**src/rtl/nn_layer_pkg.sv**
```systemverilog
// -----------------------------------------------------------------------------
// nn_layer_pkg
// Shared definitions for the inter-layer data path:
//   - element width helper (floating-point bits + FloPoCo exception bits)
//   - collector state encoding {COLLECT, FULL}
//   - elem_slot(): bit offset of element k inside a packed layer word
//   - FloPoCo exception encodings (top two bits of an element)
// -----------------------------------------------------------------------------
package nn_layer_pkg;

  localparam int BIT_WIDTH_DEFAULT  = 32;
  localparam int EXTRA_BITS_DEFAULT = 2;

  // Element width: IEEE-style payload plus FloPoCo exception field.
  function automatic int elem_width(input int bit_width, input int extra_bits);
    return bit_width + extra_bits;
  endfunction

  localparam int EW_DEFAULT = elem_width(BIT_WIDTH_DEFAULT, EXTRA_BITS_DEFAULT);

  typedef enum logic [0:0] {
    COLLECT = 1'b0,
    FULL    = 1'b1
  } collector_state_e;

  // FloPoCo exception field values.
  localparam logic [1:0] EXC_ZERO   = 2'b00;
  localparam logic [1:0] EXC_NORMAL = 2'b01;
  localparam logic [1:0] EXC_INF    = 2'b10;
  localparam logic [1:0] EXC_NAN    = 2'b11;

  // Bit offset of element k in a packed word (element 0 at the LSBs).
  function automatic int elem_slot(input int k, input int ew = EW_DEFAULT);
    return k * ew;
  endfunction

endpackage

```
**src/rtl/layer_input_collector.sv**
```systemverilog
// -----------------------------------------------------------------------------
// layer_input_collector
// Serial-to-parallel collector: accepts one element per handshake beat from a
// serial producer, packs NUM_NEURONS of them LSB-first into one layer word and
// offers that word (with error / net-derivative sidebands latched on the last
// beat) to the next layer over a valid/ready handshake.
//
// Ports:
//   clk, rst_n            clock, asynchronous active-low reset
//   elem_in/_valid/_ready serial element input handshake
//   error_in              error sideband, sampled with the last element
//   net_derivative_in     net-derivative sideband, sampled with the last element
//   flush                 aborts a partial word (ignored while a word is held)
//   layer_word/_valid     assembled word, element k at [k*EW +: EW]
//   layer_ready           consumer accepts layer_word
//   error_out             latched error sideband
//   net_derivative_out    latched net-derivative sideband
//   elem_count            elements held in the current partial word
//   exc_flag              (only with LAYER_INPUT_COLLECTOR_EXC_FLAG_EN) sticky
//                         flag: an accepted element was infinity or NaN
//
// Optional feature macro: LAYER_INPUT_COLLECTOR_EXC_FLAG_EN
// -----------------------------------------------------------------------------
module layer_input_collector
  import nn_layer_pkg::*;
#(
  parameter  int NUM_NEURONS = 4,
  parameter  int NUM_NONLIN  = 1,
  parameter  int BIT_WIDTH   = 32,
  parameter  int EXTRA_BITS  = 2,
  localparam int EW          = elem_width(BIT_WIDTH, EXTRA_BITS),
  localparam int CW          = $clog2(NUM_NEURONS + 1)
) (
  input  logic                        clk,
  input  logic                        rst_n,
  input  logic [EW-1:0]               elem_in,
  input  logic                        elem_valid,
  output logic                        elem_ready,
  input  logic [EW-1:0]               error_in,
  input  logic [NUM_NONLIN*EW-1:0]    net_derivative_in,
  input  logic                        flush,
  output logic [NUM_NEURONS*EW-1:0]   layer_word,
  output logic                        layer_valid,
  input  logic                        layer_ready,
  output logic [EW-1:0]               error_out,
  output logic [NUM_NONLIN*EW-1:0]    net_derivative_out,
`ifdef LAYER_INPUT_COLLECTOR_EXC_FLAG_EN
  output logic                        exc_flag,
`endif
  output logic [CW-1:0]               elem_count
);

  localparam logic [CW-1:0] LAST_SLOT = CW'(NUM_NEURONS - 1);

  collector_state_e          state_q, state_d;
  logic [CW-1:0]             count_q, count_d;
  logic [EW-1:0]             error_q;
  logic [NUM_NONLIN*EW-1:0]  nd_q;

  logic                      wr_en;        // write elem_in into slot wr_idx
  logic [CW-1:0]             wr_idx;
  logic                      latch_side;   // last element of a word accepted
  logic                      release_word; // held word handed to consumer

  // ---------------------------------------------------------------------------
  // Next-state / output logic
  // ---------------------------------------------------------------------------
  always_comb begin
    state_d      = state_q;
    count_d      = count_q;
    wr_en        = 1'b0;
    wr_idx       = count_q;
    latch_side   = 1'b0;
    release_word = (state_q == FULL) && layer_ready;
    elem_ready   = (state_q == COLLECT) || release_word;
    layer_valid  = (state_q == FULL);

    case (state_q)
      COLLECT: begin
        if (flush) begin
          // Abort the partial word; a beat accepted this cycle is discarded.
          count_d = '0;
        end else if (elem_valid) begin
          wr_en = 1'b1;
          if (count_q == LAST_SLOT) begin
            latch_side = 1'b1;
            count_d    = '0;
            state_d    = FULL;
          end else begin
            count_d = count_q + 1'b1;
          end
        end
      end
      FULL: begin
        if (release_word) begin
          state_d = COLLECT;
          // Zero-bubble restart: the beat arriving with the release handshake
          // becomes element 0 of the next word.
          if (elem_valid) begin
            wr_en   = 1'b1;
            wr_idx  = '0;
            count_d = CW'(1);
          end
        end
      end
      default: begin
        state_d = COLLECT;
        count_d = '0;
      end
    endcase
  end

  // ---------------------------------------------------------------------------
  // State, count and sideband registers
  // ---------------------------------------------------------------------------
  always_ff @(posedge clk or negedge rst_n) begin
    if (!rst_n) begin
      state_q <= COLLECT;
      count_q <= '0;
      error_q <= '0;
      nd_q    <= '0;
    end else begin
      state_q <= state_d;
      count_q <= count_d;
      if (latch_side) begin
        error_q <= error_in;
        nd_q    <= net_derivative_in;
      end
    end
  end

  assign elem_count         = count_q;
  assign error_out          = error_q;
  assign net_derivative_out = nd_q;

  // ---------------------------------------------------------------------------
  // Slot registers: one-hot write decode, stale slots keep their old data.
  // ---------------------------------------------------------------------------
  for (genvar gi = 0; gi < NUM_NEURONS; gi++) begin : g_slot
    logic [EW-1:0] slot_q;

    always_ff @(posedge clk or negedge rst_n) begin
      if (!rst_n) begin
        slot_q <= '0;
      end else if (wr_en && (wr_idx == CW'(gi))) begin
        slot_q <= elem_in;
      end
    end

    assign layer_word[elem_slot(gi, EW) +: EW] = slot_q;
  end

`ifdef LAYER_INPUT_COLLECTOR_EXC_FLAG_EN
  // ---------------------------------------------------------------------------
  // Sticky exception flag for the word under assembly / being held.
  // ---------------------------------------------------------------------------
  if (EXTRA_BITS == 2) begin : g_exc
    logic exc_q, exc_d;
    logic elem_exc;

    assign elem_exc = (elem_in[EW-1 -: 2] == EXC_INF) ||
                      (elem_in[EW-1 -: 2] == EXC_NAN);

    // Clear on release first, so an exceptional element entering on the
    // release cycle is attributed to the new word.
    always_comb begin
      exc_d = exc_q;
      if (release_word) exc_d = 1'b0;
      if (wr_en && elem_exc) exc_d = 1'b1;
    end

    always_ff @(posedge clk or negedge rst_n) begin
      if (!rst_n) begin
        exc_q <= 1'b0;
      end else begin
        exc_q <= exc_d;
      end
    end

    assign exc_flag = exc_q;
  end else begin : g_no_exc
    assign exc_flag = 1'b0;
  end
`endif

endmodule

```
**config.mk**
```make
export PLATFORM = sky130hd
export DESIGN_NAME = layer_input_collector
export DESIGN_NICKNAME = d
export VERILOG_FILES = /design/src/rtl/nn_layer_pkg.sv /design/src/rtl/layer_input_collector.sv
export SDC_FILE = /design/constraint.sdc
export NUM_CORES = 1
export LEC_CHECK = 0
export BUFFER_PORTS_ARGS = -buffer_cell sky130_fd_sc_hd__buf_4
export CAP_MARGIN = 25
export CORE_MARGIN = 5
export CORE_UTILIZATION = 35
export CTS_BUF_LIST = sky130_fd_sc_hd__clkbuf_2 sky130_fd_sc_hd__clkbuf_4 sky130_fd_sc_hd__clkbuf_8
export DETAILED_ROUTE_END_ITERATION = 10
export SLEW_MARGIN = 20
export SYNTH_ARGS = -nofsm -noshare
export SYNTH_HDL_FRONTEND = slang
export SYNTH_SLANG_ARGS = --single-unit
```
**constraint.sdc**
```tcl
create_clock -name clk -period 2.1 [get_ports clk]
set_input_delay 0.21 -clock clk [delete_from_list [all_inputs] [get_ports clk]]
set_output_delay 0.21 -clock clk [all_outputs]
set_load 0.02 [all_outputs]
```
Word level (Yosys, flattened, before mapping)
Index checks and enable logic that the tools add are counted.

storage, ports and cells
  flip-flop bits (word level) = 208
  output and inout bits = 209
  logic and storage cells = 44

cells by class
  $add $sub $neg = 1
  equality and inequality tests = 7
  multiplexer cells = 19
  bitwise operators = 1
  reduce and logical (&&, ||, !) cells = 8

operator list
  operator                                               number
  two-way mux 3 bit                                      8
  equality test 3 x 2 -> 1 bit, second input constant    3
  two-way mux 1 bit                                      8
  case mux 3 bit (2 select lines)                        1
  logical AND 1 bit                                      5
  case mux 1 bit (2 select lines)                        2
  adder 3 x 1 -> 3 bit, second input constant            1
  equality test 3 x 1 -> 1 bit, second input constant    1
  zero test 3 bit                                        1
  inequality test 3 bit, second input constant           1
  AND reduction 3 bit                                    1
  inequality test 2 x 1 -> 1 bit, second input constant  1
  inequality test 2 bit, second input constant           1
  logical OR 1 bit                                       1
  NOT 1 bit                                              1

Depth between registers and ports, before layout
Gate-level depths: netlist of run 1.

  depth after elaboration = 5
  gate-level depth with buffers = 6

Least setup slack after synthesis of run 1
OpenSTA, ideal clock, no wires.

  path kind = register to register
  start = register state_q, in the netlist layer_valid
  end = register g_slot[3].slot_q[10]
  setup time = 0.125 ns
  arrival = 1.869 ns
  path slack = 0.107 ns
  cell stages (with the launch flop) = 7
  path buffers = 3
  clock period less this slack = 1.993 ns
  path through = dfrtp_1 > clkbuf_2 > nor4b_4 > and3_1 > buf_2 > buf_4 > mux2_2

on the way
  longest elaborated chain between the ends = 5

ends and longest elaborated chain
  item                          RTL line                      RTL
  from (decl)                   layer_input_collector.sv:55   collector_state_e state_q, state_d;
  from (signal assigned)        layer_input_collector.sv:123  state_q <= state_d;
  logical AND 1 bit             layer_input_collector.sv:74   release_word = (state_q == FULL) && layer_ready;
  two-way mux 3 bit             layer_input_collector.sv:95   if (release_word) begin
  two-way mux 3 bit             layer_input_collector.sv:78   case (state_q)
  equality test 3 x 2 -> 1 bit  layer_input_collector.sv:145  end else if (wr_en && (wr_idx == CW'(gi))) begin
  logical AND 1 bit *           layer_input_collector.sv:145
  to (signal assigned)          layer_input_collector.sv:146  slot_q <= elem_in;
  to (decl)                     layer_input_collector.sv:140  logic [EW-1:0] slot_q;

Every way passes the cells marked *; elsewhere a longest branch is shown, timed or not.
A chain may end at the register's enable or synchronous reset.

Final worst setup path of run 1
  start = register count_q[2], in the netlist elem_count[2]
  end = register g_slot[3].slot_q[6]

on the way
  longest elaborated chain between the ends = 5

ends and longest elaborated chain
  item                            RTL line                      RTL
  from (decl)                     layer_input_collector.sv:56   logic [CW-1:0] count_q, count_d;
  from (signal assigned)          layer_input_collector.sv:124  count_q <= count_d;
  two-way mux 3 bit               layer_input_collector.sv:99   if (elem_valid) begin
  two-way mux 3 bit               layer_input_collector.sv:95
  two-way mux 3 bit *             layer_input_collector.sv:78
  equality test 3 x 2 -> 1 bit *  layer_input_collector.sv:145
  logical AND 1 bit *             layer_input_collector.sv:145

Marks and branches as above.

==> results of run 1 <==
==> metrics by stage <==
stage | instances | hold WS (ns)
final | 1213 | 0.0623
after CTS | 1213 | 0.0331
after detailed placement | 1046 | 0.254
after global placement | 1046 | 0.238
after global routing | 1213 | 0.0835
after floorplan | 457 | -0.0856
==> placed cells by master (no fill, tap or decap), types with 2 or more instances in the layout <==
cell type                       Yosys  routed
sky130_fd_sc_hd__buf_12             0       6
sky130_fd_sc_hd__buf_4              4     324
sky130_fd_sc_hd__clkbuf_4           0      11
sky130_fd_sc_hd__clkbuf_8           0      48
sky130_fd_sc_hd__clkinv_2           0       2
sky130_fd_sc_hd__clkinvlp_4         0       2
sky130_fd_sc_hd__dfrtp_1          208     208
sky130_fd_sc_hd__dlygate4sd3_1      0     104
sky130_fd_sc_hd__mux2_2           204     204
sky130_fd_sc_hd__nand2_1            2       2
sky130_fd_sc_hd__nand2b_1           2       2
sky130_fd_sc_hd__nand3b_2           2       2
sky130_fd_sc_hd__nor2_1             2       2
==> registers in the layout, indices dropped and copies added, names as in the netlist <==
name and count:
elem_count 3, error_out 34, g_slot.slot_q 136, net_derivative_out 34, layer_valid 1
==> layout make-up <==
cell class | instances | area (um2)
Inverter | 1 | 3.75
Multi-Input combinational cell | 226 | 2490
Timing Repair Buffer | 435 | 3610
Tap cell | 280 | 350
Sequential cell | 208 | 5200
Clock inverter | 5 | 55.1
Clock buffer | 58 | 729
Fill cell | 1775 | 9450
==> worst register-to-register path, cell delays in order (launching register included) <==
cell                      delay [ns]
sky130_fd_sc_hd__dfrtp_1        0.43
sky130_fd_sc_hd__nor4b_4        0.51
sky130_fd_sc_hd__and3_2         0.31
sky130_fd_sc_hd__buf_4          0.24
sky130_fd_sc_hd__mux2_2         0.37
==> worst min path at each step <==
stage                     depth (start not counted)  slack [ns]                   end         from
after floorplan                                   0       -0.09         elem_count[0]        rst_n
after global placement                            1        0.24  g_slot[1].slot_q[28]        rst_n
after detailed placement                          1        0.25  g_slot[1].slot_q[30]        rst_n
after CTS                                         4        0.03         elem_count[0]  layer_ready
after global routing                              3        0.08           layer_valid  layer_ready
final                                             3        0.06           layer_valid  layer_ready
==> kinds of logic (layout without fill, tap and decap cells) <==
family	after synthesis	after routing	synth area share
fa+ha+maj	1	1	0.00160
mux	204	204	0.295
simple gates	13	13	0.0132
compound gates	8	8	0.00771
buf+inv	23	499	0.0151
flops	208	208	0.668
==> power breakdown <==
group          internal [uW]  switching, uW  leakage, uW
Sequential              5040            598      0.00268
Combinational           2300           2320      0.00323
Clock                   2320           1550     0.000411
==> metal layers <==
metal  part of all wire  global-route usage  vias to the layer above
li1                   -                   -                     2536
met1               0.39               0.198                     2776
met2               0.50               0.298                      247
met3              0.083              0.0598                       47
met4              0.032              0.0605                        0
met5                  0                   0                        -
==> impl_summary.log, run 1 <==
[metrics] crit path DAT: 2.35 ns
[metrics] TritonCTS Sinks: 208
[metrics] Final Hold Fails: 0
[metrics] critical path launch point: elem_count[2]
[metrics] capture point of the critical path: g_slot[3].slot_q[6]
[metrics] number of vias in the routed layout: 5,606
[metrics] pre-CTS setup slack: 0.104 ns
[metrics] cts-stage hold buffer count: 104
[metrics] minimum setup slack in the final design: 0.133 ns
[metrics] minimum clock period: 1.97 ns
[metrics] worst path required time: 2.48 ns
[metrics] post-detailed-placement cell area: 10,600 um2
[metrics] chip width: 159 um
[metrics] number of antenna violations at the first check in global routing: 0
[metrics] routed wire length: 22.1 mm
[metrics] cell depth of the worst setup path: 4
[metrics] Final period util: 0.937
[metrics] mean instance size in the synthesized netlist: 17.1 um2
[metrics] Slew HR: 0.602
[metrics] area added between synthesis and finish: 59.6%
[metrics] max-slew violations: 0
[metrics] cell row count: 54
[metrics] fraction of layout cells with a size suffix above 1: 0.648
[metrics] buffer count from post-CTS setup fixing: 0
[metrics] Fmax achieved: 508 MHz
[metrics] slew at the pin closest to its max-slew limit: 0.597 ns
[metrics] post-route cell area: 12,400 um2
[metrics] overall overflow remaining after global route: 0
[metrics] run status: complete, no violations
[metrics] maximum cell stage delay along the critical path: 0.51 ns
[metrics] initial drt markers: 110
[metrics] diode insertion count for antenna repair: 0
[metrics] post-synthesis cell type count: 25
[metrics] top_reg_cell synth: sky130_fd_sc_hd__dfrtp_1
[metrics] core box area: 21,900 um2
[metrics] synthesized area: 7790 um2
[metrics] TritonCTS Buffers: 37
[metrics] cell family with most CP delay: simple AND/OR/NAND/NOR gates
[metrics] final setup vio count: 0
[metrics] P per Cell Area: 1140 nW/um2
[metrics] antenna-violating nets left: 0
[metrics] Critical Path Slowest Stage Cell: sky130_fd_sc_hd__nor4b_4
[metrics] TritonCTS clock tree: done
[metrics] Pre-antenna DRT Iters: 6
[metrics] Avg WL per Cell: 18.2 um
[metrics] leading area contributor after synthesis: sky130_fd_sc_hd__dfrtp_1
[metrics] Setup TNS Final: 0 ns
[metrics] Post-Syn Nets: 565
[metrics] global-route wire length before repair: 35.7 mm
[metrics] launch instance of the worst register-to-register path: elem_count[2]
[metrics] Tot GR Track Use: 0.172
[metrics] flop2flop setup slack: 0.13 ns
[metrics] root cell of the clock tree: sky130_fd_sc_hd__clkbuf_8
[metrics] Gates resized, CTS repair: 0
[metrics] largest cells by area after synthesis: sky130_fd_sc_hd__dfrtp_1 67%, sky130_fd_sc_hd__mux2_2 29%, sky130_fd_sc_hd__buf_2 0.77%
[metrics] number of max-cap violations: 0
[metrics] sequential share of the synthesized area: 0.668
[metrics] CTS H-Tree Depth: 2
[metrics] worst hold path type: input pin to flip-flop
[metrics] final core utilization: 0.568
[metrics] CP cell instances: nor4b_4 > and3_2 > buf_4 > mux2_2
[metrics] Leakage Power: 0.00631 uW
[metrics] Worst setup SP type: flip-flop
[metrics] Max Fanout on Critical Path: 13
[metrics] die height: 159 um
[metrics] number of buffers inserted by port buffering: 315
[metrics] detailed-placement wirelength estimate: 16.0 mm
[metrics] setup skew after layout: 0.0208 ns
[metrics] clock insertion delay at the later pin of the skew report: 0.51 ns
[metrics] logic depth of the worst register-to-register path: 4
[metrics] number of enable flip-flop cells after synthesis: 0
[metrics] maximum clock insertion buffer count: 3
[metrics] Power Total: 14,100 uW
[metrics] Via-to-Cell Ratio: 4.62
[metrics] maximum number of pins on one net before global-route repair: 70
[metrics] net total in the final layout: 1,017
[metrics] number of synthesized register bits: 208
[metrics] critical path class: flip-flop to flip-flop
[metrics] number of global-route vias before repair: 6,336
[metrics] RSZ-0062 raised after global routing: false
[metrics] placer's final routability congestion estimate: 0.737
[metrics] die footprint: 25,400 um2
[metrics] critical path capture point type: flip-flop
[metrics] peak ir drop on the vdd network: 0.516 mV
[metrics] most frequent cell after synthesis: sky130_fd_sc_hd__dfrtp_1
[metrics] buffers and inverters on the worst path: 1
[metrics] post-synth top area share: 0.668
[metrics] Async SR Flop Fraction: 1.00
[metrics] post-synthesis instance total: 457
[metrics] FF-to-FF End: g_slot[3].slot_q[6]
[metrics] top-level port count: 316
[metrics] number of warning messages in the yosys log: 0
[metrics] # DRC: 0
[metrics] starting density of the core: 0.356
[metrics] clock transition at the registers of the reported paths: 0.05 ns
[metrics] most frequent cells after synthesis: 208 x sky130_fd_sc_hd__dfrtp_1, 204 x sky130_fd_sc_hd__mux2_2, 12 x sky130_fd_sc_hd__buf_2
(Power assumes the default switching activity.)
==> run 2: changes to the inputs <==
--- a/config.mk
+++ b/config.mk
@@ -11,6 +11,7 @@
 export CORE_UTILIZATION = 35
 export CTS_BUF_LIST = sky130_fd_sc_hd__clkbuf_2 sky130_fd_sc_hd__clkbuf_4 sky130_fd_sc_hd__clkbuf_8
 export DETAILED_ROUTE_END_ITERATION = 10
+export GPL_TIMING_DRIVEN = 0
 export SLEW_MARGIN = 20
 export SYNTH_ARGS = -nofsm -noshare
 export SYNTH_HDL_FRONTEND = slang
==> run 2 against run 1 <==
Compared with the run above: via count up 0.68%; power is 1.2% lower; utilization down 0.21 points; non-clock buffer count rose by 8; final area decreased by 0.37%; clock-buffer cell count shrank 7; sequential cell count unchanged; combinational power about the same; worst hold slack got worse by 0.024 ns; register-to-register slack got worse by 0.03 ns; maximum frequency decreased by 1.7%; critical path depth stayed put; critical path type unchanged.
==> impl_summary.log, run 2 (synthesized netlist as in run 1, its figures left out) <==
[metrics] run status: complete, no violations
[metrics] starting density of the core: 0.356 (unchanged)
[metrics] net total in the final layout: 1,025 (+0.79%)
[metrics] Largest register FFs: 136 (unchanged)
[metrics] post-route cell area: 12,400 um2 (-0.37%)
[metrics] root cell of the clock tree: sky130_fd_sc_hd__clkbuf_8
[metrics] Leakage Power: 0.00629 uW (-0.33%)
[metrics] worst path required time: 2.47 ns (about the same)
[metrics] RSZ-0062 raised after global routing: true
[metrics] cell row count: 54 (unchanged)
[metrics] number of vias in the routed layout: 5,644 (+0.68%)
[metrics] multi-input combinational cell area: 2480 um2 (-0.30%)
[metrics] FF-to-FF End: g_slot[0].slot_q[12]
[metrics] Final Hold Fails: 0 (unchanged)
[metrics] TritonCTS Buffers: 37 (unchanged)
[metrics] routed wire length: 22.4 mm (+1.3%)
[metrics] launch instance of the worst register-to-register path: layer_valid
[metrics] cell depth of the worst setup path: 4 (unchanged)
[metrics] setup skew after layout: 0.0153 ns (-0.00553 ns)
[metrics] top-level port count: 316 (unchanged)
[metrics] Max Fanout on Critical Path: 10 (-3)
[metrics] max-slew violations: 0 (unchanged)
[metrics] Largest Register: g_slot.slot_q
[metrics] Post-Layout Cell Count: 1,218 (+0.41%)
[metrics] minimum clock period: 2.00 ns (+0.0336 ns)
[metrics] maximum number of pins on one net before global-route repair: 105 (+50%)
[metrics] number of max-cap violations: 0 (unchanged)
[metrics] area added between synthesis and finish: 59.0%
[metrics] logic depth of the worst register-to-register path: 4 (unchanged)
[metrics] number of antenna violations at the first check in global routing: 1 (+1)
[metrics] minimum setup slack in the final design: 0.0995 ns (-0.0336 ns)
[metrics] flop2flop setup slack: 0.1 ns (-0.03 ns)
[metrics] CP cell instances: nor4b_4 > a32oi_2 > buf_2 > mux2_2
[metrics] clock insertion delay at the later pin of the skew report: 0.50 ns (about the same)
[metrics] CTS H-Tree Depth: 2 (unchanged)
[metrics] Power Total: 14,000 uW (-1.2%)
[metrics] Final period util: 0.953 (+0.0160)
[metrics] Tot GR Track Use: 0.174 (+0.00176)
[metrics] critical path class: flip-flop to flip-flop
[metrics] Via-to-Cell Ratio: 4.63 (+0.26%)
[metrics] pre-CTS setup slack: -0.194 ns (-0.298 ns)
[metrics] most frequent cells in the layout: 315 x sky130_fd_sc_hd__buf_4, 208 x sky130_fd_sc_hd__dfrtp_1, 204 x sky130_fd_sc_hd__mux2_2, 105 x sky130_fd_sc_hd__dlygate4sd3_1, 45 x sky130_fd_sc_hd__clkbuf_8
[metrics] maximum cell stage delay along the critical path: 0.52 ns (about the same)
[metrics] buffers and inverters on the worst path: 1 (unchanged)
[metrics] P per Cell Area: 1130 nW/um2 (-0.82%)
[metrics] detailed-placement wirelength estimate: 16.1 mm (+0.38%)
[metrics] most common cell after layout, fill and taps aside: sky130_fd_sc_hd__buf_4
[metrics] Setup TNS Final: 0 ns (unchanged)
[metrics] peak ir drop on the vdd network: 0.606 mV (+17%)
[metrics] clock transition at the registers of the reported paths: 0.06 ns (about the same)
[metrics] # DRC: 0 (unchanged)
[metrics] capture point of the critical path: g_slot[0].slot_q[12]
[metrics] critical path launch point: layer_valid
[metrics] core box area: 21,900 um2 (unchanged)
[metrics] Avg WL per Cell: 18.4 um (+0.86%)
[metrics] antenna-violating nets left: 0 (unchanged)
[metrics] DP Cell Count: 1,053 (+0.67%)
[metrics] initial drt markers: 175 (+59%)
[metrics] chip width: 159 um (unchanged)
[metrics] crit path DAT: 2.37 ns (+0.02 ns)
[metrics] number of global-route vias before repair: 6,487 (+2.4%)
[metrics] TritonCTS Sinks: 208 (unchanged)
[metrics] post-detailed-placement cell area: 10,600 um2 (-0.50%)
[metrics] placer's final routability congestion estimate: 0.743 (+0.80%)
[metrics] maximum clock insertion buffer count: 3 (unchanged)
[metrics] fraction of layout cells with a size suffix above 1: 0.642 (-0.00597)
[metrics] Slew HR: 0.627 (+0.0245)
[metrics] Critical Path Slowest Stage Cell: sky130_fd_sc_hd__dfrtp_1
[metrics] Pre-antenna DRT Iters: 4 (-2)
[metrics] die footprint: 25,400 um2 (unchanged)
[metrics] overall overflow remaining after global route: 0 (unchanged)
[metrics] TritonCTS clock tree: done
[metrics] Fmax achieved: 500 MHz (-1.7%)
[metrics] flip-flop and latch area: 5200 um2 (unchanged)
[metrics] critical path capture point type: flip-flop
[metrics] slew at the pin closest to its max-slew limit: 0.560 ns (-0.0367 ns)
[metrics] Layout fillers: 1,746 (-1.6%)
[metrics] global-route wire length before repair: 36.2 mm (+1.2%)
[metrics] Worst setup SP type: flip-flop
[metrics] final setup vio count: 0 (unchanged)
[metrics] cell family with most CP delay: flip-flops
[metrics] worst hold path type: input pin to flip-flop
[metrics] die height: 159 um (unchanged)
[metrics] number of buffers inserted by port buffering: 314 (-0.32%)
-- run 2: cell types whose count changed in the layout (fill, tap and decap cells not counted), sizes merged --
cell,previous run,this run
diode,0,1
dlygate4sd3,104,105
buf,330,333
clkinv,2,5
clkbuf,59,56
-- run 2: layout make-up --
| type | instances | area share |
|---|---|---|
| clock buffer | 51 | 0.0536 |
| inverter | 1 | 0.000303 |
| timing repair buffer | 422 | 0.281 |
| buffer | 21 | 0.0111 |
| sequential | 208 | 0.420 |
| clock inverter | 8 | 0.00565 |
| multi-input combinational | 226 | 0.200 |
| antenna | 1 | 0.000202 |
| tap | 280 | 0.0283 |
-- run 2: how the worst min path moves through the flow --
stage | from | end | slack (ns) | cells past startpoint
2_1_floorplan | rst_n | elem_count[0] | -0.09 | 0
3_3_place_gp | net_derivative_in[1] | net_derivative_out[1] | 0.44 | 2
3_5_place_dp | rst_n | g_slot[2].slot_q[28] | -0.003 | 1
4_1_cts | elem_in[6] | g_slot[0].slot_q[6] | -0.07 | 2
5_1_grt | flush | elem_count[0] | 0.04 | 2
6_report | flush | elem_count[0] | 0.04 | 2
-- run 2: timing repair --
item | CTS | global route
endpoints found under the setup margin | 61 | 85
hold endpoints to repair | 313 | 4
resized for setup | 1 | 10
buffers inserted | 0 | 1
hold buffers | 104 | 1
pin swaps | 1 | 2
-- run 2: power by group --
| part | switching [uW] | leakage [uW] | internal (uW) |
|---|---|---|---|
| Sequential | 585 | 0.00268 | 5040 |
| Clock | 1540 | 0.000385 | 2150 |
| Combinational | 2350 | 0.00323 | 2300 |
| Total | 4470 | 0.00629 | 9490 |
-- run 2: per-stage QoR --
step	util	hold WS [ns]
3_3_place_gp	0.480	0.443
2_1_floorplan	-	-0.0856
3_5_place_dp	0.483	-0.00344
5_1_grt	0.566	0.0402
4_1_cts	0.564	-0.0652
6_report	0.566	0.0381
-- run 2: metal layers --
metal  up-vias  GRT usage  routed length, um
met5         -          0                  0
met4         0     0.0531                545
met3        45     0.0557               1700
met2       238      0.295              11200
met1      2817      0.211               9000
li1       2544          -                  -
==> run 3: changes to the inputs <==
--- a/config.mk
+++ b/config.mk
@@ -7,11 +7,14 @@
 export LEC_CHECK = 0
 export BUFFER_PORTS_ARGS = -buffer_cell sky130_fd_sc_hd__buf_4
 export CAP_MARGIN = 25
+export CELL_PAD_IN_SITES_DETAIL_PLACEMENT = 0
+export CELL_PAD_IN_SITES_GLOBAL_PLACEMENT = 1
 export CORE_MARGIN = 5
 export CORE_UTILIZATION = 35
-export CTS_BUF_LIST = sky130_fd_sc_hd__clkbuf_2 sky130_fd_sc_hd__clkbuf_4 sky130_fd_sc_hd__clkbuf_8
+export CTS_BUF_LIST = sky130_fd_sc_hd__clkbuf_2
 export DETAILED_ROUTE_END_ITERATION = 10
 export GPL_TIMING_DRIVEN = 0
+export PLACE_DENSITY_LB_ADDON = 0.1
 export SLEW_MARGIN = 20
 export SYNTH_ARGS = -nofsm -noshare
 export SYNTH_HDL_FRONTEND = slang
==> run 3 against run 2 <==
Compared with the run above: cell count rose by 2.5%; register-to-register slack got worse by 0.098 ns; sequential share of layout area rose by 0.93 points; power fell by 8.6%; combinational power barely moved; final area fell by 2.2%; clock-buffer cell count rose by 30; global-route usage rose by 0.15 points; first-iteration DRC count fell by 8.6%; die area did not move; utilization fell by 1.2 points; worst hold slack improved by 0.18 ns; critical path type unchanged.
==> impl_summary.log, run 3 (synthesized netlist as in run 1, its figures left out) <==
[metrics] run status: complete, no violations
[metrics] most common cell after layout, fill and taps aside: sky130_fd_sc_hd__buf_4
[metrics] area added between synthesis and finish: 55.6%
[metrics] starting density of the core: 0.356 (unchanged)
[metrics] crit path DAT: 2.70 ns (+0.33 ns)
[metrics] Critical Path Slowest Stage Cell: sky130_fd_sc_hd__dfrtp_1
[metrics] peak ir drop on the vdd network: 0.450 mV (-26%)
[metrics] global-route wire length before repair: 36.2 mm (about the same)
[metrics] Worst setup SP type: flip-flop
[metrics] number of global-route vias before repair: 6,546 (+0.91%)
[metrics] number of buffers inserted by port buffering: 314 (unchanged)
[metrics] Via-to-Cell Ratio: 4.57 (-1.3%)
[metrics] Final period util: 0.999 (+0.0465)
[metrics] worst path required time: 2.71 ns (+0.24 ns)
[metrics] combinational fraction of design power: 0.365 (+0.032)
[metrics] critical path class: flip-flop to flip-flop
[metrics] Hold Slack: 0.217 ns (+0.179 ns)
[metrics] Tot GR Track Use: 0.175 (+0.00154)
[metrics] maximum cell stage delay along the critical path: 0.54 ns (+0.02 ns)
[metrics] antenna-violating nets left: 0 (unchanged)
[metrics] cell family with most CP delay: flip-flops
[metrics] post-detailed-placement cell area: 10,600 um2 (unchanged)
[metrics] number of vias in the routed layout: 5,707 (+1.1%)
[metrics] logic depth of the worst register-to-register path: 4 (unchanged)
[metrics] P per Cell Area: 1050 nW/um2 (-6.6%)
[metrics] initial drt markers: 160 (-8.6%)
[metrics] Hold Path Cell Cnt: 3 (+1)
[metrics] most frequent cells in the layout: 313 x sky130_fd_sc_hd__buf_4, 208 x sky130_fd_sc_hd__dfrtp_1, 204 x sky130_fd_sc_hd__mux2_2, 108 x sky130_fd_sc_hd__dlygate4sd3_1, 83 x sky130_fd_sc_hd__clkbuf_2
[metrics] setup skew after layout: 0.0646 ns (+0.0494 ns)
[metrics] routed wire length: 22.6 mm (+1.0%)
[metrics] maximum number of pins on one net before global-route repair: 88 (-16%)
[metrics] Fmax achieved: 477 MHz (-4.7%)
[metrics] buffers and inverters on the worst path: 1 (unchanged)
[metrics] Leakage Power: 0.00626 uW (-0.46%)
[metrics] overall overflow remaining after global route: 0 (unchanged)
[metrics] Largest register FFs: 136 (unchanged)
[metrics] Pre-antenna DRT Iters: 4 (unchanged)
[metrics] slew at the pin closest to its max-slew limit: 0.584 ns (+0.0236 ns)
[metrics] final core utilization: 0.554 (-0.0123)
[metrics] detailed-placement wirelength estimate: 16.1 mm (about the same)
[metrics] core box area: 21,900 um2 (unchanged)
[metrics] Max Fanout on Critical Path: 10 (unchanged)
[metrics] net total in the final layout: 1,046 (+2.0%)
[metrics] maximum clock insertion buffer count: 3 (unchanged)
[metrics] number of antenna violations at the first check in global routing: 1 (unchanged)
[metrics] TritonCTS Buffers: 56 (+51%)
[metrics] TritonCTS Sinks: 208 (unchanged)
[metrics] CTS H-Tree Depth: 2 (unchanged)
[metrics] # DRC: 0 (unchanged)
[metrics] switching power as a share of total power: 0.348 (+0.0276)
[metrics] top-level port count: 316 (unchanged)
[metrics] placer's final routability congestion estimate: 0.739 (-0.58%)
[metrics] Final Hold Fails: 0 (unchanged)
[metrics] critical path capture point type: flip-flop
[metrics] chip width: 159 um (unchanged)
[metrics] post-route cell area: 12,100 um2 (-2.2%)
[metrics] number of max-cap violations: 0 (unchanged)
[metrics] CP cell instances: nor4b_4 > a32oi_2 > buf_2 > mux2_2
[metrics] clock insertion delay at the later pin of the skew report: 0.78 ns (+0.28 ns)
[metrics] final setup vio count: 0 (unchanged)
[metrics] Clk pwr share: 0.198 (-0.066)
[metrics] share of power burned in registers: 0.437 (+0.034)
[metrics] switching component of the power: 4440 uW (-0.70%)
[metrics] max-slew violations: 0 (unchanged)
[metrics] Avg WL per Cell: 18.1 um (-1.4%)
[metrics] TritonCTS clock tree: done
[metrics] minimum clock period: 2.10 ns (+0.0976 ns)
[metrics] cell row count: 54 (unchanged)
[metrics] cell depth of the worst setup path: 4 (unchanged)
[metrics] root cell of the clock tree: sky130_fd_sc_hd__clkbuf_2
[metrics] worst hold path type: input pin to flip-flop
[metrics] RSZ-0062 raised after global routing: true
[metrics] internal power contribution: 8320 uW (-12%)
[metrics] Largest Register: g_slot.slot_q
[metrics] clock transition at the registers of the reported paths: 0.11 ns (+0.05 ns)
[metrics] fraction of layout cells with a size suffix above 1: 0.647 (+0.00452)
[metrics] die footprint: 25,400 um2 (unchanged)
[metrics] buffer count from post-CTS setup fixing: 0 (unchanged)
[metrics] die height: 159 um (unchanged)
[metrics] Slew HR: 0.611 (-0.0157)
==> run 3: metal layers <==
metal	track usage	share of wire	vias to the layer above	wire [um]
met5	0	0	-	0
met4	0.0566	0.020	0	452
met3	0.0686	0.086	35	1960
met2	0.299	0.51	231	11600
met1	0.203	0.38	2827	8640
li1	-	-	2614	-
==> run 3: cell type report <==
| class | count | area (um2) |
|---|---|---|
| fillers | 1835 | 9760 |
| repair buffers | 425 | 3520 |
| well taps | 280 | 350 |
| clock buffers | 81 | 405 |
| flip-flops and latches | 208 | 5200 |
| clock inverters | 5 | 18.8 |
| inverters | 1 | 3.75 |
| diodes | 2 | 5.00 |
| multi-input cells | 226 | 2480 |
| plain buffers | 20 | 139 |
==> run 3: tightest hold or removal path, stage by stage <==
cell and delay (ns):
sky130_fd_sc_hd__dlygate4sd3_1 0.53, sky130_fd_sc_hd__buf_4 0.10, sky130_fd_sc_hd__mux2_2 0.12
==> run 3: path summary, 6_finish.rpt <==
kind,startpoint,end,slack (ns)
worst min register to register,g_slot[2].slot_q[5],g_slot[2].slot_q[5],0.51
max in group asynchronous,rst_n,g_slot[2].slot_q[10],1.05
worst max-delay path,layer_valid,g_slot[0].slot_q[7],0.002
worst max register to register,layer_valid,g_slot[0].slot_q[7],0.002
worst min-delay path,error_in[17],error_out[17],0.22
min in group asynchronous,rst_n,g_slot[0].slot_q[14],0.56
==> run 3: through the flow <==
| step | cells | power [uW] | setup slack, ns | TNS (ns) |
|---|---|---|---|---|
| final | 1248 | 12800 | 0.00198 | 0 |
| after global routing | 1248 | 13500 | -0.0954 | -2.63 |
| after CTS | 1248 | 13000 | -0.0586 | -1.39 |
| after detailed placement | 1053 | 10200 | -0.303 | -10.65 |
| after global placement | 1051 | 10100 | -0.562 | -120.22 |
| after floorplan | 457 | 7820 | 0.107 | 0 |
==> run 3: power by group through the flow <==
| stage | clock, uW | combinational (uW) | sequential, uW |
|---|---|---|---|
| 6_report | 2530 | 4650 | 5580 |
| 5_1_grt | 2910 | 4930 | 5710 |
| 3_5_place_dp | 0 | 4550 | 5670 |
| 3_3_place_gp | 0 | 4460 | 5610 |
| 4_1_cts | 2700 | 4730 | 5590 |
| 2_1_floorplan | 0 | 959 | 6860 |
==> run 3: what timing repair did <==
item	4_1_cts	5_1_grt
resized for setup	10	4
hold buffers	109	0
pin swaps	1	1
endpoints found under the setup margin	97	153
endpoints found under the hold margin	416	0
